===== src/rtl/fifo_uart_tx.sv =====
// fifo_uart_tx
// Read-side consumer for the 8x8 byte FIFO. Whenever transmission is enabled
// and the FIFO holds data, one byte is popped and sent on a single line as a
// UART 8N1 frame: idle high, one start bit, 8 data bits LSB first, one stop bit.
//
// Ports:
//   clock      system clock, rising edge
//   reset      asynchronous, active-low reset
//   en         transmit enable, only looked at while idle
//   empty      FIFO empty flag, only looked at while idle
//   fifo_data  FIFO read data, valid the cycle after a pop
//   rn         FIFO read strobe, one cycle per pop (flop output)
//   tx         serial line, idles high (flop output)
//   busy       high in every state except IDLE
//   done       one-cycle pulse in the cycle after a stop bit completes
module fifo_uart_tx #(
  parameter int CLKS_PER_BIT = 868
) (
  input  logic       clock,
  input  logic       reset,
  input  logic       en,
  input  logic       empty,
  input  logic [7:0] fifo_data,
  output logic       rn,
  output logic       tx,
  output logic       busy,
  output logic       done
);

  localparam int                BAUD_W    = $clog2(CLKS_PER_BIT);
  localparam logic [BAUD_W-1:0] BAUD_LAST = BAUD_W'(CLKS_PER_BIT - 1);
  localparam logic [BAUD_W-1:0] BAUD_ONE  = BAUD_W'(1);

  typedef enum logic [2:0] {
    IDLE  = 3'd0,
    POP   = 3'd1,
    LOAD  = 3'd2,
    START = 3'd3,
    DATA  = 3'd4,
    STOP  = 3'd5
  } state_t;

  state_t            state_r, state_s;
  logic [BAUD_W-1:0] baud_r,  baud_s;
  logic [2:0]        bit_r,   bit_s;
  logic [7:0]        shift_r, shift_s;
  logic              tx_s, rn_s, busy_s, done_s;
  logic              baud_end_s;

  // Next-state, counter and next-output logic for the frame sequencer.
  always_comb begin
    state_s    = state_r;
    baud_s     = baud_r;
    bit_s      = bit_r;
    shift_s    = shift_r;
    tx_s       = tx;
    done_s     = 1'b0;
    baud_end_s = (baud_r == BAUD_LAST);

    case (state_r)
      IDLE: begin
        tx_s   = 1'b1;
        baud_s = '0;
        bit_s  = 3'd0;
        if (en && !empty) begin
          state_s = POP;
        end else begin
          state_s = IDLE;
        end
      end

      // rn is high during this cycle; the FIFO presents the byte next cycle.
      POP: begin
        state_s = LOAD;
      end

      // Byte is valid now: capture it and start driving the start bit.
      LOAD: begin
        shift_s = fifo_data;
        tx_s    = 1'b0;
        baud_s  = '0;
        state_s = START;
      end

      START: begin
        if (baud_end_s) begin
          baud_s  = '0;
          bit_s   = 3'd0;
          tx_s    = shift_r[0];
          state_s = DATA;
        end else begin
          baud_s  = baud_r + BAUD_ONE;
        end
      end

      // tx already carries shift_r[0]; at each bit boundary the next bit is
      // shift_r[1], which becomes shift[0] after the right shift.
      DATA: begin
        if (baud_end_s) begin
          baud_s = '0;
          if (bit_r == 3'd7) begin
            tx_s    = 1'b1;
            state_s = STOP;
          end else begin
            shift_s = {1'b0, shift_r[7:1]};
            tx_s    = shift_r[1];
            bit_s   = bit_r + 3'd1;
          end
        end else begin
          baud_s = baud_r + BAUD_ONE;
        end
      end

      STOP: begin
        tx_s = 1'b1;
        if (baud_end_s) begin
          baud_s  = '0;
          done_s  = 1'b1;
          state_s = IDLE;
        end else begin
          baud_s  = baud_r + BAUD_ONE;
        end
      end

      default: begin
        tx_s    = 1'b1;
        baud_s  = '0;
        bit_s   = 3'd0;
        state_s = IDLE;
      end
    endcase

    // Strobes are decoded from the next state so the flopped outputs line up
    // with the state they describe.
    rn_s   = (state_s == POP);
    busy_s = (state_s != IDLE);
  end

  // State, datapath and output registers.
  always_ff @(posedge clock or negedge reset) begin
    if (!reset) begin
      state_r <= IDLE;
      baud_r  <= '0;
      bit_r   <= 3'd0;
      shift_r <= 8'h00;
      tx      <= 1'b1;
      rn      <= 1'b0;
      busy    <= 1'b0;
      done    <= 1'b0;
    end else begin
      state_r <= state_s;
      baud_r  <= baud_s;
      bit_r   <= bit_s;
      shift_r <= shift_s;
      tx      <= tx_s;
      rn      <= rn_s;
      busy    <= busy_s;
      done    <= done_s;
    end
  end

endmodule

===== config.mk =====
export PLATFORM = sky130hd
export DESIGN_NAME = fifo_uart_tx
export DESIGN_NICKNAME = d
export VERILOG_FILES = /design/src/rtl/fifo_uart_tx.sv
export SDC_FILE = /design/constraint.sdc
export NUM_CORES = 1
export LEC_CHECK = 0
export ABC_AREA = 1
export ABC_CLOCK_PERIOD_IN_PS = 2000
export BUFFER_PORTS_ARGS = -buffer_cell sky130_fd_sc_hd__buf_2
export CAP_MARGIN = 10
export CORE_UTILIZATION = 30
export CTS_BUF_LIST = sky130_fd_sc_hd__clkbuf_4
export CTS_CLUSTER_DIAMETER = 150
export DETAILED_ROUTE_END_ITERATION = 7
export GPL_TIMING_DRIVEN = 0
export PLACE_DENSITY = 0.53
export SYNTH_ARGS = -nofsm -noshare
export SYNTH_HDL_FRONTEND = slang
export SYNTH_SLANG_ARGS = --single-unit

===== constraint.sdc =====
create_clock -name clock -period 2 [get_ports clock]
set_input_delay 0.2 -clock clock [delete_from_list [all_inputs] [get_ports clock]]
set_output_delay 0.2 -clock clock [all_outputs]
set_load 0.05 [all_outputs]

==> impl_metrics.yaml <==
routing:
  detail_route.wl_per_cell_um: 11.0
  avgViaCountPerCell: 4.45
  antenna_left: 0
  firstDrtPassIters: 4
  drc_errors: 0
  drtIter0Drc: 110
  routed_wl_um: 3390
  vias: 1375
flow_run:
  maxCapViolCount: 0
sta:
  max_slew_margin: 0.577
  rsz0062_at_grt: "false"
  post-route-min-period_ns: 1.65
  tightestPinTransition_ns: 0.635
  finClkSkew_ns: 0.00695
  fmax_ghz: 0.606
  period_share: 0.825
  setup_viol: 0
  setup-tns-final_ns: 0
  layout_setup_ws_ns: 0.350
  hold_viol: 0
  drv_slew: 0
power:
  max-vdd-ir-drop_mv: 0.265
  power.density_nw_per_um2: 549
  p_leak_nw: 0.948
finish:
  finalNetCount: 255
  diodes: 0
  layout_commonest_cell: "nand2_1"
  final_cell_mix: "81 x nand2_1, 27 x dfrtp_1, 22 x inv_1, 22 x nand3_1, 20 x nor2_1"
  fin_util: 0.357
  drive_gt1_frac: 0.155
  area.growth.synth_to_final_pct: 14.1
setup_path:
  cp.arrival_ns: 1.90
  critical_path_class: "flop to flop"
  cp_max_fo: 8
  startpoint_type: "flop"
  cp.required_ns: 2.25
  cp-end-kind: "flop"
die:
  fp.dieW_um: 75.0
  die-area_um2: 5620
  start_util: 0.313
  coreArea_um2: 5110
  rows: 26
  fp.dieH_um: 75.0
  pin_count: 16
clock_network:
  clock-sinks: 28
  cts_buffer_depth: 2
  cts_resized: 0
  postCtsSetupRepairBufs: 0
  cts_tree: "built"
  cts_max_level: 1
  path_clk_slew_ns: 0.16
  cts_root_buf: "clkbuf_4"
  cts_made_buffers: 3
  clock_latency_ns: 0.34
synthesis:
  ys.flop_type: "dfrtp_1"
  syn_nets: 234
  synth_area_um2: 1600
  postSynthCellCount: 219
  yosysWarnings: 0
  synth.area.top_cells: "dfrtp_1 42%, nand2_1 19%, nand3_1 6.9%, inv_1 5.2%, nor2_1 4.7%"
  ys_types: 25
  seq_area_frac_synth: 0.440
  ys_ff_latch: 28
  synth_top_area_cell: "dfrtp_1"
  synth_top_area_frac: 0.423
  synth_edf_count: 0
  synth-async-reset-ratio: 1.00
  syn_avg_cell_area_um2: 7.29
global_routing:
  antenna_found_initial: 0
  grt_overflow: 0
  grt_max_degree: 29
  grt_pass1_vias: 1183
  track_usage: 0.136
  grt_pass1_wl_um: 5750
status:
  status: "complete, no violations"
placed_design:
  dp_hpwl_um: 2460
  globalplace.congestion: 0.805
  pre_cts_slack_ns: 0.407
  io_buffers: 15
min_path:
  hold_path_class: "input port to flop"
worst max-delay path, cell delays in order, from the launching register on:
cell and delay [ns]:
dfrtp_1 0.48, ha_1 0.28, nand2_1 0.10, nor2_1 0.13, nand3_2 0.12, nand2_2 0.20, nand2_4 0.12, nand2_1 0.09
nand2_1 0.05
flip-flops by register name, indices dropped and copies added, names as in the netlist:
register,flops
baud_r,10
shift_r,8
bit_r,3
state_r,3
busy,1
done,1
rn,1
tx,1
kinds of logic (layout without fill, tap and decap cells):
group,after synthesis,after routing,share of synthesized area
buffers and inverters,27,47,0.0682
adders and majority gates,3,3,0.0235
and+or+nand+nor,143,143,0.397
DFF,28,28,0.440
AOI/OAI and AO/OA,16,16,0.0603
xor gates and xnor gates,2,2,0.0110
path summary, 6_finish.rpt:
check	startpoint	to	slack (ns)	cells past startpoint
min	fifo_data[7]	shift_r[7]	0.05	3
max reg2reg	baud_r[0]	shift_r[6]	0.35	8
max in group asynchronous	reset	busy	1.20	2
min reg2reg	tx	tx	0.48	2
max	baud_r[0]	shift_r[6]	0.35	8
min in group asynchronous	reset	baud_r[3]	0.39	2
metal layers:
metal  vias to the layer above  global-route usage  share of wire
met5                         -                   0              0
met4                         0              0.0440          0.015
met3                         5              0.0161          0.024
met2                        16               0.195           0.42
met1                       622               0.211           0.54
li1                        732                   -              -
through the flow:
step           area, um^2  total power, mW  instances  hold WS, ns
6_report             1820             1.00        309       0.0478
5_1_grt              1820             1.04        309       0.0359
4_1_cts              1820             1.02        309       0.0355
3_5_place_dp         1760            0.627        304        0.271
3_3_place_gp         1760            0.627        304        0.260
2_1_floorplan        1600            0.602        219      -0.0956
cell usage after synthesis (2+ instances only):
cell	number
nand4_1	6
o21ai_1	5
inv_2	3
nor3_1	2
inv_1	22
xor2_1	2
nand2_2	4
o21ai_0	6
ha_1	3
dfrtp_1	27
o22ai_1	2
buf_4	2
nand2_1	81
nor2_1	20
nand3_2	3
nand3_1	22
power breakdown:
group	leakage, nW	switching (mW)	internal, mW
Combinational	0.590	0.0217	0.0158
Clock	0.0279	0.181	0.203
Sequential	0.330	0.00434	0.575
final cells by class:
type	instances	area [um^2]
Buffer	2	15.0
Clock buffer	3	22.5
Inverter	25	93.8
Timing Repair Buffer	16	85.1
Tap cell	70	87.6
Fill cell	585	3290
Clock inverter	1	30.0
Multi-Input combinational cell	164	786
Sequential cell	28	702
repair_timing:
| action | 4_1_cts | 5_1_grt |
|---|---|---|
| hold endpoints to repair | 27 | 0 |
| setup endpoints to repair | 0 | 0 |
| hold buffers | 1 | 0 |
(Power assumes the default switching activity.)
